[config.mk]
export PLATFORM = sky130hd
export DESIGN_NAME = raizing_sound_mailbox_flat
export DESIGN_NICKNAME = d
export VERILOG_FILES = /design/src/rtl/raizing_sound_mailbox_if.sv /design/src/rtl/raizing_sound_mailbox.sv /design/src/flat_wrapper.sv
export SDC_FILE = /design/constraint.sdc
export NUM_CORES = 1
export LEC_CHECK = 0
export ABC_CLOCK_PERIOD_IN_PS = 3200
export CORE_MARGIN = 8
export CORE_UTILIZATION = 40
export DETAILED_ROUTE_END_ITERATION = 10
export PLACE_DENSITY_LB_ADDON = 0.2
export SYNTH_ARGS = -nofsm -noshare
export SYNTH_HDL_FRONTEND = slang
export SYNTH_SLANG_ARGS = --single-unit
[constraint.sdc]
create_clock -name CLK96 -period 3.2 [get_ports CLK96]
set_input_delay 0.48 -clock CLK96 [delete_from_list [all_inputs] [get_ports CLK96]]
set_output_delay 0.48 -clock CLK96 [all_outputs]
set_load 0.01 [all_outputs]
[src/rtl/raizing_sound_mailbox_if.sv]
// Bus bundle between the 68k/Z80 decode logic (master) and the sound mailbox (slave).
interface raizing_sound_mailbox_if #(
    parameter int DW       = 8,
    parameter int CHANNELS = 2
) ();
    localparam int CW = (CHANNELS > 1) ? $clog2(CHANNELS) : 1;

    logic                M68K_WR;
    logic [CW-1:0]       M68K_CH;
    logic [DW-1:0]       M68K_DIN;
    logic [CHANNELS-1:0] M68K_FULL;
    logic [CHANNELS-1:0] M68K_OVF;
    logic                M68K_OVF_CLR;
    logic                WAIT;
    logic                M68K_REPLY_RD;
    logic [DW-1:0]       REPLY;
    logic                REPLY_VALID;
    logic                Z80_RD;
    logic [CW-1:0]       Z80_CH;
    logic [DW-1:0]       Z80_DOUT;
    logic [CHANNELS-1:0] Z80_STATUS;
    logic                Z80_ACK_WR;
    logic [DW-1:0]       Z80_ACK_DIN;
    logic                INTA;
    logic                INT_N;

    modport master (
        output M68K_WR, M68K_CH, M68K_DIN, M68K_OVF_CLR, M68K_REPLY_RD,
        output Z80_RD, Z80_CH, Z80_ACK_WR, Z80_ACK_DIN, INTA,
        input  M68K_FULL, M68K_OVF, WAIT, REPLY, REPLY_VALID,
        input  Z80_DOUT, Z80_STATUS, INT_N
    );

    modport slave (
        input  M68K_WR, M68K_CH, M68K_DIN, M68K_OVF_CLR, M68K_REPLY_RD,
        input  Z80_RD, Z80_CH, Z80_ACK_WR, Z80_ACK_DIN, INTA,
        output M68K_FULL, M68K_OVF, WAIT, REPLY, REPLY_VALID,
        output Z80_DOUT, Z80_STATUS, INT_N
    );
endinterface

[src/rtl/raizing_sound_mailbox.sv]
// 68k->Z80 multi-channel command mailbox with Z80 IRQ, 68k WAIT handshake and reply latch.
// Define SOUND_MBOX_LASTVAL_EN to make empty pops return the channel's last popped value.
module raizing_sound_mailbox #(
    parameter int DW       = 8,
    parameter int CHANNELS = 2,
    parameter int DEPTH    = 4
) (
    input  logic                  CLK96,
    input  logic                  RESET96,
    raizing_sound_mailbox_if.slave bus
);
    localparam int CW = (CHANNELS > 1) ? $clog2(CHANNELS) : 1;
    localparam int PW = (DEPTH > 1) ? $clog2(DEPTH) : 1;
    localparam int NW = $clog2(DEPTH) + 1;
    localparam logic [NW-1:0] CNT_FULL = NW'(DEPTH);
    localparam logic [PW-1:0] PTR_LAST = PW'(DEPTH - 1);

    logic [DW-1:0]       mem     [CHANNELS][DEPTH];
    logic [PW-1:0]       wr_ptr  [CHANNELS];
    logic [PW-1:0]       rd_ptr  [CHANNELS];
    logic [NW-1:0]       cnt     [CHANNELS];
    logic [NW-1:0]       cnt_nxt [CHANNELS];

    logic [CHANNELS-1:0] push_c;
    logic [CHANNELS-1:0] pop_c;
    logic [CHANNELS-1:0] ovf_c;
    logic [CHANNELS-1:0] full_q;
    logic [CHANNELS-1:0] status_q;
    logic [CHANNELS-1:0] ovf_q;
    logic                push_any;
    logic                pop_hit;
    logic [DW-1:0]       head_data;
    logic [DW-1:0]       miss_data;

    logic [DW-1:0]       dout_q;
    logic                int_n_q;
    logic                wait_q;
    logic [DW-1:0]       reply_q;
    logic                reply_valid_q;

`ifdef SOUND_MBOX_LASTVAL_EN
    logic [DW-1:0]       last_q  [CHANNELS];
`endif

    function automatic logic [PW-1:0] ptr_inc(input logic [PW-1:0] p);
        return (p == PTR_LAST) ? '0 : PW'(p + 1'b1);
    endfunction

    // Pops are resolved first: a full FIFO that is popped this cycle can still accept the push.
    always_comb begin
        pop_c  = '0;
        push_c = '0;
        ovf_c  = '0;
        for (int unsigned c = 0; c < CHANNELS; c++) begin
            pop_c[c] = bus.Z80_RD && (bus.Z80_CH == CW'(c)) && (cnt[c] != '0);
        end
        for (int unsigned c = 0; c < CHANNELS; c++) begin
            if (bus.M68K_WR && (bus.M68K_CH == CW'(c))) begin
                if ((cnt[c] != CNT_FULL) || pop_c[c]) begin
                    push_c[c] = 1'b1;
                end else begin
                    ovf_c[c] = 1'b1;
                end
            end
        end
        push_any = |push_c;
        pop_hit  = |pop_c;
    end

    always_comb begin
        for (int unsigned c = 0; c < CHANNELS; c++) begin
            cnt_nxt[c] = cnt[c];
            if (push_c[c] && !pop_c[c]) begin
                cnt_nxt[c] = cnt[c] + 1'b1;
            end else if (!push_c[c] && pop_c[c]) begin
                cnt_nxt[c] = cnt[c] - 1'b1;
            end
        end
    end

    always_comb begin
        head_data = '1;
        for (int unsigned c = 0; c < CHANNELS; c++) begin
            if (pop_c[c]) begin
                head_data = mem[c][rd_ptr[c]];
            end
        end
    end

`ifdef SOUND_MBOX_LASTVAL_EN
    always_comb begin
        miss_data = '1;
        for (int unsigned c = 0; c < CHANNELS; c++) begin
            if (bus.Z80_CH == CW'(c)) begin
                miss_data = last_q[c];
            end
        end
    end

    always_ff @(posedge CLK96) begin
        if (RESET96) begin
            for (int unsigned c = 0; c < CHANNELS; c++) begin
                last_q[c] <= '0;
            end
        end else begin
            for (int unsigned c = 0; c < CHANNELS; c++) begin
                if (pop_c[c]) begin
                    last_q[c] <= mem[c][rd_ptr[c]];
                end
            end
        end
    end
`else
    assign miss_data = '1;
`endif

    // Storage has no reset so it maps onto distributed RAM.
    always_ff @(posedge CLK96) begin
        for (int unsigned c = 0; c < CHANNELS; c++) begin
            if (push_c[c]) begin
                mem[c][wr_ptr[c]] <= bus.M68K_DIN;
            end
        end
    end

    always_ff @(posedge CLK96) begin
        if (RESET96) begin
            for (int unsigned c = 0; c < CHANNELS; c++) begin
                wr_ptr[c] <= '0;
                rd_ptr[c] <= '0;
                cnt[c]    <= '0;
            end
            full_q   <= '0;
            status_q <= '0;
            ovf_q    <= '0;
            dout_q   <= '1;
        end else begin
            for (int unsigned c = 0; c < CHANNELS; c++) begin
                if (push_c[c]) begin
                    wr_ptr[c] <= ptr_inc(wr_ptr[c]);
                end
                if (pop_c[c]) begin
                    rd_ptr[c] <= ptr_inc(rd_ptr[c]);
                end
                cnt[c]      <= cnt_nxt[c];
                full_q[c]   <= (cnt_nxt[c] == CNT_FULL);
                status_q[c] <= (cnt_nxt[c] != '0);
            end
            ovf_q <= bus.M68K_OVF_CLR ? ovf_c : (ovf_q | ovf_c);
            if (pop_hit) begin
                dout_q <= head_data;
            end else if (bus.Z80_RD) begin
                dout_q <= miss_data;
            end
        end
    end

    always_ff @(posedge CLK96) begin
        if (RESET96) begin
            int_n_q       <= 1'b1;
            wait_q        <= 1'b0;
            reply_q       <= '0;
            reply_valid_q <= 1'b0;
        end else begin
            if (push_any) begin
                int_n_q <= 1'b0;
            end else if (bus.INTA) begin
                int_n_q <= 1'b1;
            end
            if (push_any) begin
                wait_q <= 1'b1;
            end else if (bus.Z80_ACK_WR) begin
                wait_q <= 1'b0;
            end
            if (bus.Z80_ACK_WR) begin
                reply_q       <= bus.Z80_ACK_DIN;
                reply_valid_q <= 1'b1;
            end else if (bus.M68K_REPLY_RD) begin
                reply_valid_q <= 1'b0;
            end
        end
    end

    assign bus.M68K_FULL   = full_q;
    assign bus.M68K_OVF    = ovf_q;
    assign bus.Z80_STATUS  = status_q;
    assign bus.Z80_DOUT    = dout_q;
    assign bus.INT_N       = int_n_q;
    assign bus.WAIT        = wait_q;
    assign bus.REPLY       = reply_q;
    assign bus.REPLY_VALID = reply_valid_q;
endmodule

[src/flat_wrapper.sv]
// flat-port wrapper written by rule: the top's interface ports become plain ports
module raizing_sound_mailbox_flat 
#(
    parameter int DW       = 8,
    parameter int CHANNELS = 2,
    parameter int DEPTH    = 4
)
  (CLK96, RESET96, bus_M68K_WR, bus_M68K_CH, bus_M68K_DIN, bus_M68K_OVF_CLR, bus_M68K_REPLY_RD, bus_Z80_RD, bus_Z80_CH, bus_Z80_ACK_WR, bus_Z80_ACK_DIN, bus_INTA, bus_M68K_FULL, bus_M68K_OVF, bus_WAIT, bus_REPLY, bus_REPLY_VALID, bus_Z80_DOUT, bus_Z80_STATUS, bus_INT_N);
  raizing_sound_mailbox_if #(.DW(DW), .CHANNELS(CHANNELS)) bus_i ();
  input  logic CLK96;
  input  logic RESET96;
  input wire logic [$bits(bus_i.M68K_WR)-1:0] bus_M68K_WR;
  input wire logic [$bits(bus_i.M68K_CH)-1:0] bus_M68K_CH;
  input wire logic [$bits(bus_i.M68K_DIN)-1:0] bus_M68K_DIN;
  input wire logic [$bits(bus_i.M68K_OVF_CLR)-1:0] bus_M68K_OVF_CLR;
  input wire logic [$bits(bus_i.M68K_REPLY_RD)-1:0] bus_M68K_REPLY_RD;
  input wire logic [$bits(bus_i.Z80_RD)-1:0] bus_Z80_RD;
  input wire logic [$bits(bus_i.Z80_CH)-1:0] bus_Z80_CH;
  input wire logic [$bits(bus_i.Z80_ACK_WR)-1:0] bus_Z80_ACK_WR;
  input wire logic [$bits(bus_i.Z80_ACK_DIN)-1:0] bus_Z80_ACK_DIN;
  input wire logic [$bits(bus_i.INTA)-1:0] bus_INTA;
  output wire logic [$bits(bus_i.M68K_FULL)-1:0] bus_M68K_FULL;
  output wire logic [$bits(bus_i.M68K_OVF)-1:0] bus_M68K_OVF;
  output wire logic [$bits(bus_i.WAIT)-1:0] bus_WAIT;
  output wire logic [$bits(bus_i.REPLY)-1:0] bus_REPLY;
  output wire logic [$bits(bus_i.REPLY_VALID)-1:0] bus_REPLY_VALID;
  output wire logic [$bits(bus_i.Z80_DOUT)-1:0] bus_Z80_DOUT;
  output wire logic [$bits(bus_i.Z80_STATUS)-1:0] bus_Z80_STATUS;
  output wire logic [$bits(bus_i.INT_N)-1:0] bus_INT_N;
  assign bus_i.M68K_WR = bus_M68K_WR;
  assign bus_i.M68K_CH = bus_M68K_CH;
  assign bus_i.M68K_DIN = bus_M68K_DIN;
  assign bus_i.M68K_OVF_CLR = bus_M68K_OVF_CLR;
  assign bus_i.M68K_REPLY_RD = bus_M68K_REPLY_RD;
  assign bus_i.Z80_RD = bus_Z80_RD;
  assign bus_i.Z80_CH = bus_Z80_CH;
  assign bus_i.Z80_ACK_WR = bus_Z80_ACK_WR;
  assign bus_i.Z80_ACK_DIN = bus_Z80_ACK_DIN;
  assign bus_i.INTA = bus_INTA;
  assign bus_M68K_FULL = bus_i.M68K_FULL;
  assign bus_M68K_OVF = bus_i.M68K_OVF;
  assign bus_WAIT = bus_i.WAIT;
  assign bus_REPLY = bus_i.REPLY;
  assign bus_REPLY_VALID = bus_i.REPLY_VALID;
  assign bus_Z80_DOUT = bus_i.Z80_DOUT;
  assign bus_Z80_STATUS = bus_i.Z80_STATUS;
  assign bus_INT_N = bus_i.INT_N;
  raizing_sound_mailbox #(.DW(DW), .CHANNELS(CHANNELS), .DEPTH(DEPTH)) u_core (.CLK96(CLK96), .RESET96(RESET96), .bus(bus_i));
endmodule
==> results of run 1 <==
## layout by cell type (no fill, tap or decap), types with 2 or more instances in the layout
cell type and n:
edfxtp_1 72, clkdlybuf4s50_1 50, dfxtp_1 31, nor2_1 27, mux4_2 16, ha_1 16
inv_1 12, and2_1 11, mux2i_1 11, o22ai_1 9, o21bai_1 9, clkbuf_8 9
nor2b_1 6, nand2_1 5, nand2b_1 4, a21oi_1 4, a2111oi_0 3, o21ai_0 3
inv_6 3, or2_2 2, or2_1 2, nor3_4 2, o2bb2ai_1 2, nor3b_1 2
nor3_1 2, xnor2_1 2, inv_8 2, buf_4 2
## power by group through the flow
stage,logic [mW],registers [mW],clock network [mW]
2_1_floorplan,0.424,1.62,0
3_3_place_gp,0.606,1.64,0
3_5_place_dp,0.610,1.64,0
4_1_cts,0.613,1.61,0.827
5_1_grt,0.668,1.62,0.876
6_report,0.604,1.60,0.801
## per-layer routing
metal	part of all wire (%)	global-route usage, %	vias up
li1	-	-	1157
met1	48	16.3	1198
met2	46	18.0	47
met3	5.0	2.96	7
met4	1.3	4.45	0
met5	0	0	-
## per-stage QoR
step	area (µm²)	util, %	total power, mW
5_1_grt	5150	48.1	3.16
3_5_place_dp	4950	46.3	2.25
2_1_floorplan	4320	-	2.04
6_report	5150	48.1	3.01
3_3_place_gp	4950	46.3	2.24
4_1_cts	5150	48.1	3.05
## kinds of logic after synthesis
family,synth area share (%)
DFF,64.4
and+or+nand+nor,9.01
AOI/OAI and AO/OA,7.94
muxes,11.2
buffers and inverters,2.37
adders and majority gates,4.63
xor gates and xnor gates,0.406
## worst max-delay path by stage
stage	startpoint	to	slack, ps	depth (start not counted)
floorplan	u_core.cnt[0][3]	u_core.rd_ptr[0][3]	1450	6
global placement	bus_Z80_RD	u_core.mem[0][61]	530	4
detailed placement	bus_Z80_RD	u_core.mem[0][56]	490	4
CTS	bus_Z80_RD	u_core.mem[0][50]	880	4
global route	bus_Z80_RD	u_core.mem[0][50]	740	4
finish	bus_Z80_RD	u_core.mem[0][57]	880	4
## area by class of cell
| type | instances | share of cell area [%] |
|---|---|---|
| Inverter | 12 | 0.875 |
| Tap cell | 140 | 3.40 |
| Clock inverter | 7 | 1.41 |
| Multi-Input combinational cell | 156 | 27.9 |
| Clock buffer | 9 | 2.41 |
| Sequential cell | 103 | 54.0 |
| Timing Repair Buffer | 52 | 10.0 |
## state kept, by name, summed over array words and instances (netlist names)
register	cells
u_core.bus.INT_N	1
u_core.bus.M68K_FULL	2
u_core.bus.M68K_OVF	2
u_core.bus.REPLY	8
u_core.bus.REPLY_VALID	1
u_core.bus.WAIT	1
u_core.bus.Z80_DOUT	8
u_core.bus.Z80_STATUS	2
u_core.cnt	6
u_core.mem	64
u_core.rd_ptr	4
u_core.wr_ptr	4
## worst max-delay path, delay by kind of cell
family / cells / cell delay [ps]
AND/OR/NAND/NOR: 2 / 590
buffers and inverters: 1 / 770
AO/OA/AOI/OAI: 1 / 490
==> impl_results.md, run 1 <==
* Hold endpoint: u_core.bus.M68K_OVF[1]
* Maxcap violations at 0
* DRT iter0 DRCs at 123
* Period utilisation layout at 72.4%
* Post-route ant nets at 0
* Initial Util at around two fifths
* Peak Freq at 432 MHz
* Distinct cells, synth at 46
* Grt total ovfl at 0
* PwrDens at ~580 mW/mm²
* Post-synth top area share at 50.0%
* Initial antenna violation count at 0
* GRT Overall Usage at 11.9%
* Cell Rows at 38
* Worst Hold Launch: u_core.bus.M68K_OVF[1]
* Register area at 0.00278 mm²
* Clk network pwr share at 26.6%
* Comb power frac at between 20 and 25%
* Largest net degree at the start of global routing at 22
* RSZ-0062 raised after global routing: no
* Clk slew on worst S/H paths at 100 ps
* # hold bufs at CTS at 0
* Clk buf depth at 2
* Clk sinks at just over 100
* Final setup fails at 0
* Sw frac at 28.7%
* Cell taking the most area after synthesis: edfxtp_1
* Area delta synth->final at 19.2%
* Filler cells at 944
* Core Area at 0.0107 mm²
* Global-route wire length before repair at 13.1 mm
* Critical R2R Launch: u_core.cnt[0][3]
* Mean Syn Cell Area at approximately 15 µm²
* DR pass1 iterations at 4
* Worst Max-Slew Pin Slew at 812 ps
* CP Launch Type: primary input
* RePlAce Congestion at ~0.73
* Layout cells sized above 1 at 14.5%
* Seq pwr share at 53.3%
* Sum Neg Setup Slack at 0 ps
* Chip width at 120 µm
* Synth Register Bits at 103
* Most frequent cell after synthesis: edfxtp_1
* Most common flop cell mapped by yosys: edfxtp_1
* Sequential fraction of the synthesis area at about 64%
* CTS HTree Levels at 3
* YS warnings at 0
* DR vias at 2409
* Crit path max-delay cell type: clkdlybuf4s50_1
* R2r endpoint: u_core.mem[0][57]
* Mapped Nets at about 330
* R2r worst-path depth at 4
* Worst hold margin at roughly 480 ps
* Worst path required time at about 3200 ps
* Worst min-delay path category: flop to flop
* Final Max Slew Viols at 0
* Detailed Place HPWL at around 6.1 mm
* Leak Pwr at 1.83 nW
* Crit Path Class: primary input to flop
* Post-CTS sizing at 0
* Via density at 5.03
* Worst Skew at 9.59 ps
* Routed len/inst at roughly 17 µm
* Cells after Synth at between 200 and 300
* Die height at between 100 and 150 µm
* Clock Latency Late Sink at between 300 and 400 ps
* Internal power at 2.15 mW
* Number of diodes at 0
* Worst path max stage delay at 770 ps
* Cell Chain, Critical Path: clkdlybuf4s50_1, nand2_4, a31oi_1, and2_1
* CP Max Fanout at 10
* R2R Setup Slk at 1170 ps
* Post-Syn Area at around 0.0043 mm²
* Placed Cells at ~460
* Worst slack, placed at 494 ps
* Hold Path Stages at 2
* P_sw at 0.864 mW
* Worst vdd ir at 0.287 mV
* Area occupied by multi-input gates at between 0.001 and 0.0015 mm²
* Final Non-Filler Cells at roughly 480
* Die area at 0.0144 mm²
* Routed WL at about 8.3 mm
* Setup ws final at 883 ps
* Top cells by area, synth: edfxtp_1 50%, dfxtp_1 14%, mux4_2 8.3%
* Ys async rst share at 0%
* Synth top cells by count: 72 x edfxtp_1, 31 x dfxtp_1, 27 x nor2_1
* Port Buffers at 50
* Status: finished, final reports clean
* Max_slew headroom at a little under half
* CTS root buffer: clkbuf_8
* NumNets Final at 376
* Number of remaining DRC errors at 0
* Cts bufs inserted at 9
* Worst setup EP type: flop
* Post-CTS Repair Setup Buffers at 0
* CTS tree: yes
* Crit path time final at 2320 ps
* CP arrival at roughly 2300 ps
* # IOs at 51
* Post-synth EDFFs at 72
* Final hold vios at 0
* Vias in the first global route at 2355
Note: power is estimated with default switching activity, not from simulation.
==> inputs of run 2 (changes only) <==
ABC_CLOCK_PERIOD_IN_PS = 2300   (was 3200)
clock period = 2.3 ns   (was 3.2 ns; I/O delays follow)
==> run 2 against run 1 <==
Combinational power up 43%. Global-route usage shrank 0.42 points. Via count down 0.33%. Clock skew grew 0.75 ps. Non-clock buffer count rose by 8. Setup slack worse by 530 ps. Worst hold slack got worse by 5.8 ps. Register-to-register slack lost 820 ps. Count of clock-buffer cells in the layout is the same. Die area stayed put. Cell count grew 1.5%. Critical path type is now flop to flop.
==> impl_results.md, run 2 (same netlist as run 1, synthesis figures left out) <==
* R2r worst-path depth at 5
* Sum Neg Setup Slack at 0 ps
* Worst path required time at 2440 ps
* # hold bufs at CTS at 0
* Crit Path Class: flop to flop
* Detailed Place HPWL at around 5.8 mm
* Status: finished, final reports clean
* Cell Rows at 38
* Grt total ovfl at 0
* PwrDens at 802 mW/mm²
* CTS root buffer: clkbuf_8
* CTS tree: yes
* Final Max Slew Viols at 0
* Post-route ant nets at 0
* Die area at between 0.01 and 0.015 mm²
* CP Max Fanout at 8
* Area delta synth->final at 21.9%
* Crit path time final at about 1900 ps
* Final hold vios at 0
* DR vias at 2401
* Core Area at 0.0107 mm²
* CTS HTree Levels at 3
* R2r endpoint: u_core.rd_ptr[0][2]
* Max FFs per register at 64
* Critical R2R Launch: u_core.cnt[0][3]
* Cts bufs inserted at 9
* Commonest non-fill, non-tap cell in the layout: edfxtp_1
* Commonest cells after routing, fill and taps aside: 72 x edfxtp_1, 50 x clkdlybuf4s50_1, 31 x dfxtp_1
* Worst vdd ir at 0.377 mV
* # IOs at 51
* Worst Hold Launch: u_core.bus.M68K_OVF[1]
* GRT Overall Usage at 11.5%
* Worst min-delay path category: flop to flop
* Peak Freq at 513 MHz
* R2R Setup Slk at between 300 and 400 ps
* Largest net degree at the start of global routing at 41
* Die height at about 120 µm
* Via density at 4.94
* Initial Util at 40.4%
* Routed WL at slightly below 8 mm
* Layout cells sized above 1 at between 15 and 20%
* Clock Latency Late Sink at about 360 ps
* Chip width at 120 µm
* Routed len/inst at around 16 µm
* DR pass1 iterations at 4
* Hold Path Stages at 2
* Period utilisation layout at 84.7%
* Final setup fails at 0
* RePlAce Congestion at 0.746
* Worst Max-Slew Pin Slew at between 600 and 700 ps
* CP Launch Type: flop
* Clk sinks at 103
* Maxcap violations at 0
* Post-CTS Repair Setup Buffers at 0
* NumNets Final at 384
* DRT iter0 DRCs at 164
* Max_slew headroom at 54.9%
* Clk buf depth at 2
* Worst Skew at just over 10 ps
* Port Buffers at 50
* Clk slew on worst S/H paths at roughly 100 ps
* CP arrival at 2090 ps
* Final core occ at about 49%
* Vias in the first global route at 2491
* Leak Pwr at 1.89 nW
* Initial antenna violation count at 0
* Post-CTS sizing at 0
* Number of remaining DRC errors at 0
* RSZ-0062 raised after global routing: no
* Number of diodes at 0
* Hold endpoint: u_core.bus.M68K_OVF[1]
* Global-route wire length before repair at 12.9 mm
* Worst setup EP type: flop
==> run 2: cell count changes in the layout (fill, tap and decap cells not counted), sizes merged <==
cell	previous run	this run
clkinv	1	2
buf	2	10
inv	17	15
clkinvlp	1	0
bufinv	0	1
==> run 2: cell type report <==
type / count / area [µm²]
clock buffers: 9 / 124
clock inverters: 6 / 66.3
fillers: 965 / 5430
inverters: 12 / 45.0
multi-input cells: 156 / 1440
flip-flops and latches: 103 / 2780
well taps: 140 / 175
repair buffers: 60 / 638
==> run 2: critical path, stage by stage (launching register included) <==
cell and delay (ps):
dfxtp_1 370, inv_1 100, ha_1 270, nor2b_1 180, or2_1 340, a2111oi_0 460
==> run 2: power breakdown <==
group | switching (mW) | internal (mW) | leakage, nW
Combinational | 0.411 | 0.453 | 0.872
Sequential | 0.109 | 2.13 | 0.920
Clock | 0.620 | 0.506 | 0.100
==> run 2: metal layers <==
layer	wire, µm	track usage [%]	vias to the layer above	part of all wire, %
li1	-	-	1167	-
met3	257	2.63	11	3.3
met2	3760	18.0	33	48
met1	3740	15.2	1190	47
met4	129	4.68	0	1.6
met5	0	0	-	0
==> run 2: worst max-delay path by stage <==
stage                startpoint                   to  slack (ps)  depth (start not counted)
6_report       u_core.cnt[0][3]  u_core.rd_ptr[0][2]         350                          5
5_1_grt        u_core.cnt[0][3]  u_core.rd_ptr[0][1]         170                          5
4_1_cts        u_core.cnt[0][3]  u_core.rd_ptr[0][2]         320                          5
3_5_place_dp         bus_Z80_RD     u_core.mem[0][9]          80                          5
3_3_place_gp         bus_Z80_RD    u_core.mem[0][23]          90                          5
2_1_floorplan  u_core.cnt[0][3]  u_core.rd_ptr[0][3]         550                          6
==> run 2: per-stage QoR <==
stage,power (mW),hold slack [ps],cell area [µm²],cells,setup slack (ps)
after global routing,4.46,506,5270,486,170
after global placement,3.14,462,5080,471,87.3
after detailed placement,3.16,470,5080,471,77.0
final,4.23,478,5270,486,351
after CTS,4.28,486,5270,486,316
after floorplan,2.84,444,4320,283,555
